**config.mk**
```make
export PLATFORM = sky130hd
export DESIGN_NAME = if_ctrl_flat
export DESIGN_NICKNAME = d
export VERILOG_FILES = /design/src/rtl/cpu_pkg.sv /design/src/rtl/if_ctrl_if.sv /design/src/rtl/if_ctrl.sv /design/src/flat_wrapper.sv
export SDC_FILE = /design/constraint.sdc
export NUM_CORES = 1
export LEC_CHECK = 0
export BUFFER_PORTS_ARGS = -buffer_cell sky130_fd_sc_hd__buf_2
export CAP_MARGIN = 40
export CORE_MARGIN = 2
export CORE_UTILIZATION = 27
export DETAILED_ROUTE_END_ITERATION = 16
export GPL_TIMING_DRIVEN = 0
export SETUP_SLACK_MARGIN = 0.4
export SYNTH_ARGS = -nofsm -noshare
export SYNTH_HDL_FRONTEND = slang
export SYNTH_SLANG_ARGS = --single-unit
```
**constraint.sdc**
```tcl
create_clock -name clk -period 1.7 [get_ports clk]
set_input_delay 0.085 -clock clk [delete_from_list [all_inputs] [get_ports clk]]
set_output_delay 0.085 -clock clk [all_outputs]
set_load 0.005 [all_outputs]
```
**src/rtl/cpu_pkg.sv**
```systemverilog
// Shared CPU definitions: instruction/PC word type, the IS bubble word and
// the fetch controller state encoding.
package cpu_pkg;

  typedef logic [31:0] word_t;

  localparam word_t NOP_INSN = 32'h0000_0000;

  typedef enum logic [1:0] {
    IDLE = 2'd0,
    REQ  = 2'd1,
    HOLD = 2'd2,
    DROP = 2'd3
  } if_state_t;

endpackage

```
**src/rtl/if_ctrl_if.sv**
```systemverilog
// Instruction memory request/acknowledge bus between the fetch controller
// (master) and the instruction memory (slave).
interface if_ctrl_if;
  import cpu_pkg::*;

  logic  imem_req;
  word_t imem_addr;
  logic  imem_ack;
  word_t imem_data;

  modport master (
    output imem_req,
    output imem_addr,
    input  imem_ack,
    input  imem_data
  );

  modport slave (
    input  imem_req,
    input  imem_addr,
    output imem_ack,
    output imem_data
  );

endinterface

```
**src/rtl/if_ctrl.sv**
```systemverilog
// Fetch controller for the IS pipeline register: issues instruction memory
// requests, advances the PC and loads IS with instructions or bubbles.
module if_ctrl import cpu_pkg::*; (
  input  logic              clk,
  input  logic              rst,
  input  word_t             pc,
  output logic              pc_en,
  if_ctrl_if.master         imem,
  input  logic              stall,
  input  logic              flush,
  output logic              ir_we,
  output word_t             ir_data,
  output logic              ir_valid
);

  if_state_t state_r;
  if_state_t state_nxt_s;
  word_t     addr_q;
  word_t     buf_q;
  logic      buf_load_s;

  // Next-state and output decode; flush outranks stall, DROP ignores flush.
  always_comb begin
    state_nxt_s    = state_r;
    imem.imem_req  = 1'b0;
    imem.imem_addr = addr_q;
    pc_en          = 1'b0;
    ir_we          = 1'b0;
    ir_data        = NOP_INSN;
    ir_valid       = 1'b0;
    buf_load_s     = 1'b0;
    case (state_r)
      IDLE: begin
        state_nxt_s = REQ;
      end
      REQ: begin
        imem.imem_req  = 1'b1;
        imem.imem_addr = pc;
        if (flush) begin
          ir_we = 1'b1;
          if (imem.imem_ack) begin
            state_nxt_s = REQ;
          end else begin
            state_nxt_s = DROP;
          end
        end else if (imem.imem_ack) begin
          pc_en = 1'b1;
          if (stall) begin
            buf_load_s  = 1'b1;
            state_nxt_s = HOLD;
          end else begin
            ir_we    = 1'b1;
            ir_data  = imem.imem_data;
            ir_valid = 1'b1;
          end
        end else if (stall) begin
          ir_we = 1'b0;
        end else begin
          ir_we = 1'b1;
        end
      end
      HOLD: begin
        if (flush) begin
          ir_we       = 1'b1;
          state_nxt_s = REQ;
        end else if (stall) begin
          state_nxt_s = HOLD;
        end else begin
          ir_we       = 1'b1;
          ir_data     = buf_q;
          ir_valid    = 1'b1;
          state_nxt_s = REQ;
        end
      end
      DROP: begin
        imem.imem_req = 1'b1;
        if (imem.imem_ack) begin
          state_nxt_s = REQ;
        end else begin
          state_nxt_s = DROP;
        end
      end
      default: begin
        state_nxt_s = IDLE;
      end
    endcase
  end

  // State register.
  always_ff @(posedge clk) begin
    if (rst) begin
      state_r <= IDLE;
    end else begin
      state_r <= state_nxt_s;
    end
  end

  // Address of the in-flight request, replayed while draining a flushed fetch.
  always_ff @(posedge clk) begin
    if (rst) begin
      addr_q <= 32'h0000_0000;
    end else if (state_r == REQ) begin
      addr_q <= pc;
    end else begin
      addr_q <= addr_q;
    end
  end

  // Hold buffer for an instruction that returns while IS is stalled.
  always_ff @(posedge clk) begin
    if (rst) begin
      buf_q <= NOP_INSN;
    end else if (buf_load_s) begin
      buf_q <= imem.imem_data;
    end else begin
      buf_q <= buf_q;
    end
  end

endmodule

```
**src/flat_wrapper.sv**
```systemverilog
// flat-port wrapper written by rule: the top's interface ports become plain ports
module if_ctrl_flat import cpu_pkg::*;
  (clk, rst, pc, pc_en, stall, flush, ir_we, ir_data, ir_valid, imem_imem_req, imem_imem_addr, imem_imem_ack, imem_imem_data);
  if_ctrl_if imem_i ();
  input  logic clk;
  input  logic rst;
  input  word_t pc;
  output logic pc_en;
  input  logic stall;
  input  logic flush;
  output logic ir_we;
  output word_t ir_data;
  output logic ir_valid;
  output wire logic [$bits(imem_i.imem_req)-1:0] imem_imem_req;
  output wire logic [$bits(imem_i.imem_addr)-1:0] imem_imem_addr;
  input wire logic [$bits(imem_i.imem_ack)-1:0] imem_imem_ack;
  input wire logic [$bits(imem_i.imem_data)-1:0] imem_imem_data;
  assign imem_imem_req = imem_i.imem_req;
  assign imem_imem_addr = imem_i.imem_addr;
  assign imem_i.imem_ack = imem_imem_ack;
  assign imem_i.imem_data = imem_imem_data;
  if_ctrl u_core (.clk(clk), .rst(rst), .pc(pc), .pc_en(pc_en), .imem(imem_i), .stall(stall), .flush(flush), .ir_we(ir_we), .ir_data(ir_data), .ir_valid(ir_valid));
endmodule
```
# Word level (Yosys, flattened, before mapping)
# Cells that the tools add are included.
# totals
reg_bits	66
input_bits	69
out_inout_bits	68
elab_cells	41
# classes
eq_ne	5
mux	29
n_reduce_logical	4
# op_table
cell	n
2-to-1 mux 32 bit	6
case mux 32 bit (2 select lines)	1
2-to-1 mux 1 bit	14
2-to-1 mux 2 bit	6
case mux 2 bit (4 select lines)	1
!= test 3 bit (second input constant)	2
equality test 2 bit (second input constant)	2
OR reduction 2 bit	2
equality test 2 x 1 -> 1 bit (second input constant)	1
zero test 2 bit	1
case mux 1 bit (2 select lines)	1
AND reduction 2 bit	1

# Logic depth before layout (Yosys ltp)
# depth
word_depth	4
mapped_depth	7
mapped_depth_nobuf	5

# Worst setup path before layout
# OpenSTA, ideal clock, no wires.
# synth_path
kind	register -> register
from	register u_core.state_r[1]
to	register u_core.addr_q[10]
setup_ns	0.128
arrival_time_ns	1.388
required_time_ns	1.572
slack_ns	0.184
path_stages_with_launch	7
n_path_buf	2
synth_period_minus_slack_ns	1.516
path_cell_list	dfxtp_1 -> inv_1 -> ha_1 -> buf_2 -> buf_4 -> mux2_2 -> nor2b_1
# synth_between
elab_chain_len	2
# synth_rtl
item	line_no	source
start, declared	if_ctrl.sv:16	if_state_t state_r;
start signal, assigned	if_ctrl.sv:94	state_r <= state_nxt_s;
equality test 2 x 1 -> 1 bit	-	
2-to-1 mux 32 bit	-	
named net imem_imem_addr[10]	flat_wrapper.sv:15	output wire logic [$bits(imem_i.imem_addr)-1:0] imem_imem_addr;
end signal, assigned	if_ctrl.sv:103	addr_q <= pc;
end signal, assigned	if_ctrl.sv:105	addr_q <= addr_q;
end, declared	if_ctrl.sv:18	word_t addr_q;
# The timed path passes the listed nets, and every way through them passes these cells.
# A chain may end at the register's enable or synchronous reset.

# Worst setup path in the final report
# layout_path
from	register u_core.state_r[1]
to	output port ir_data[12]
# layout_between
elab_chain_len	2
elab_cells_between_ends	3
classes_between	eq/ne: 2; mux: 1
# layout_rtl
item	line_no	source
equality test 2 bit / equality test 2 x 1 -> 1 bit (equally long branches)	if_ctrl.sv:32	case (state_r)
case mux 32 bit (2 select lines) *	if_ctrl.sv:32	
end, declared	flat_wrapper.sv:12	output word_t ir_data;
# Every way passes the cells marked *; elsewhere a longest branch is shown, timed or not.

==> flow_summary_export.csv <==
group,metric,value,unit
setup_path,critical-path-max-stage-delay,0.36,ns
placement,dpl.cell_count,623,
timing,timing_hold_violations_final,0,
synth,async_reset_ff_share,0,%
synth,synth_top_area_share,42.7,%
route,initialDrtViolationCount,134,
clock_tree,clock_slew_at_the_register_clock_pins_of_the_worst_setup_and_hold_paths,0.06,ns
timing,fin_hold_ws,0.0182,ns
layout,nFillCells,981,
timing,worstMarginPinSlew,1.03,ns
setup_path,worst_ep_arrival_time,1.81,ns
grt,vias_in_the_first_global_route,3251,
floorplan,rows,39,
setup_path,critical_path.endpoint_type,"output pin",
placement,io_buffer_count,135,
grt,largest_net_degree_at_the_start_of_global_routing,12,
power,p_leak,2.47,nW
layout,num-nets-final,606,
grt,globalRoute.totalOverflow,0,
clock_tree,cts_tree,"done",
route,route.antenna.remaining_nets,0,
layout,antenna_cells,0,
synth,netlist_top_cells_count,"sky130_fd_sc_hd__dfxtp_1, sky130_fd_sc_hd__nand2_1, sky130_fd_sc_hd__nor2b_1, sky130_fd_sc_hd__a21oi_1",
status,violations_in_the_final_reports,"negative setup slack",
synth,synth-xor-area-share,0,%
synth,synth-compound-area-share,15.1,%
floorplan,design.portCount,137,
layout,syn_to_final_growth,97.6,%
status,run_status,"complete, but fails checks",
floorplan,initial_core_util,27.3,%
clock_tree,numClockSinks,66,
setup_path,worst-endpoint-required,1.62,ns
grt,gr-usage-all-layers,16.7,%
power,power_per_cell_area,865,nW/um2
synth,mux_contribution_to_synthesized_area,11.7,%
route,drt-wirelength-per-cell,15.6,um
placement,dp.final_hpwl,6440,um
layout,layoutNonFillerInstCount,681,
setup_path,critPathSlowestCell,"sky130_fd_sc_hd__dfxtp_4",
synth,average_instance_area_after_synthesis,8.97,um2
setup_path,rrSetupSlack,0.01,ns
clock_tree,clk_path_buf_depth,2,
synth,synth_area,3090,um2
layout,final_util,54.0,%
synth,ys_warn_count,0,
synth,yosys.area.top_type,"sky130_fd_sc_hd__dfxtp_1",
synth,syn_inst,345,
setup_path,path_max_fanout,8,
clock_tree,cts.root.buffer_cell,"sky130_fd_sc_hd__clkbuf_16",
synth,post_synth_fa_ha_maj_area_fraction,1.62,%
synth,synth.net_count,418,
hold_path,path_class_of_the_lowest_slack_min_delay_path,"primary input to register",
job,max_cap_viols,0,
timing,clock-skew-final,0.00669,ns
grt,antenna_found_initial,0,
power,ir_drop,0.505,mV
synth,synth_top_family_by_area,"simple AND/OR/NAND/NOR gates",
timing,rsz0062_at_grt,"true",
synth,area_contributors_post_synth,"sky130_fd_sc_hd__dfxtp_1, sky130_fd_sc_hd__nor2b_1, sky130_fd_sc_hd__mux2_2",
setup_path,crit_path_cells,"inv_4 > ha_4 > and4bb_2 > buf_12 > buf_12 > a22oi_2 > nor2b_1 > buf_2",
setup_path,critical_path_start_end_classification,"register to output pin",
route,drc,0,
route,vias,3153,
route,detail_route.wirelength,10600,um
synth,synth_edf_count,0,
placement,gp_routability_congestion,0.785,
floorplan,floorplan.die.width,111,um
synth,synth.ff_latch_count,66,
timing,timing.fmax,0.528,GHz
floorplan,fp.dieArea,12300,um2
floorplan,die_h,111,um
synth,post_synth_num_cell_types,26,
grt,grt_pass1_wl,16400,um
clock_tree,worstSkewPairLatency,0.34,ns
timing,final.min_clock_period,1.89,ns
clock_tree,cts_htree_levels,3,
synth,seq_area_frac_synth,42.7,%
clock_tree,cts-buffers-inserted,9,
route,drt-pass1-iter-count,4,
route,detail_route.vias_per_cell,4.63,
floorplan,core_area,11300,um2
setup_path,worstSetupStartpointType,"register",
synth,ys_flop_type,"sky130_fd_sc_hd__dfxtp_1",
setup_path,critical_path.most_common_cell,"sky130_fd_sc_hd__buf_12",
timing,final.setup.worst_slack,-0.195,ns
timing,report.final.slew_viol_count,0,
layout,drive_above_1_share,68.8,%
synth,synth_simple_gate_area_share,23.3,%
timing,setup_viol_count_final,68,
timing,timing.max_slew.rel_slack,31.2,%
timing,period_share,111,%
-- repair_timing --
item | 4_1_cts | 5_1_grt
resized for setup | 175 | 96
endpoints found under the setup margin | 134 | 134
cloned | 7 | 5
hold endpoints to repair | 4 | 0
pin swaps | 55 | 26
hold buffers | 4 | 0
setup buffers | 17 | 9
-- final timing paths --
| check | from | endpoint | cells past startpoint |
|---|---|---|---|
| worst max register to register | u_core.state_r[1]$_SDFFE_PP0P_ | u_core.addr_q[4]$_SDFF_PP0_ | 8 |
| worst min register to register | u_core.buf_q[0]$_SDFFE_PP0P_ | u_core.buf_q[0]$_SDFFE_PP0P_ | 2 |
| worst max-delay path | u_core.state_r[1]$_SDFFE_PP0P_ | ir_data[12] | 8 |
| worst min-delay path | imem_imem_data[6] | u_core.buf_q[6]$_SDFFE_PP0P_ | 3 |
-- sequential cells by signal, indices dropped and copies added, names as in the netlist --
register / cells
u_core.addr_q: 32
u_core.buf_q: 32
u_core.state_r: 2
-- cell type report --
class / instances / area, um2 / share of cell area [%]
flip-flops and latches: 66 / 1330 / 21.7
well taps: 143 / 179 / 2.93
repair buffers: 177 / 1530 / 25.1
plain buffers: 28 / 348 / 5.69
clock inverters: 5 / 55.1 / 0.901
multi-input cells: 248 / 2420 / 39.6
inverters: 3 / 16.3 / 0.266
clock buffers: 11 / 233 / 3.81
-- metrics by stage --
stage	power [mW]	TNS, ns	area, um2	setup WS (ns)
2_1_floorplan	2.41	0	3260	0.344
3_3_place_gp	2.76	-0.0432	4120	-0.0378
3_5_place_dp	2.78	-0.190	4120	-0.0557
4_1_cts	5.04	-9.20	5480	-0.185
5_1_grt	5.54	-14.84	6110	-0.303
6_report	5.28	-9.43	6110	-0.195
-- cell families after synthesis --
group           Yosys count
compound gates           73
simple gates            139
fa+ha+maj                 4
mux                      32
flops                    66
buf+inv                  31
-- cell usage in the layout, fill, tap and decap left out, types with 6 or more instances in the layout --
cell type                   count
sky130_fd_sc_hd__buf_16         6
sky130_fd_sc_hd__buf_8          9
sky130_fd_sc_hd__a22oi_2       31
sky130_fd_sc_hd__nor2b_1       42
sky130_fd_sc_hd__buf_2        102
sky130_fd_sc_hd__nand2_4       28
sky130_fd_sc_hd__dfxtp_1       64
sky130_fd_sc_hd__nand2_1       34
sky130_fd_sc_hd__mux2_4        32
sky130_fd_sc_hd__buf_4          6
sky130_fd_sc_hd__nor2b_4       21
sky130_fd_sc_hd__clkbuf_1       9
sky130_fd_sc_hd__clkbuf_16     14
sky130_fd_sc_hd__a21oi_2       31
sky130_fd_sc_hd__buf_6         51
sky130_fd_sc_hd__buf_12        12
-- layer usage --
metal  GRT usage (%)  routed length, um  up-vias
li1                -                  -     1551
met1            19.6               4650     1505
met2            29.0               5340       83
met3            4.92                475       14
met4            6.26                169        0
met5               0                  0        -
-- report_power, final --
group | switching (mW) | total (mW) | internal, mW | leakage [nW]
clock network | 0.694 | 1.82 | 1.13 | 0.136
logic | 0.631 | 1.75 | 1.12 | 1.80
registers | 0.0530 | 1.71 | 1.65 | 0.539
total | 1.38 | 5.28 | 3.91 | 2.47
-- critical path, delay by kind of cell, from the launching register on --
family,cells,cell delay [ns]
compound gates,1,0.05
fa+ha+maj,1,0.13
buf+inv,4,0.51
flops,1,0.36
simple gates,2,0.41
Note: power is estimated with default switching activity, not from simulation.
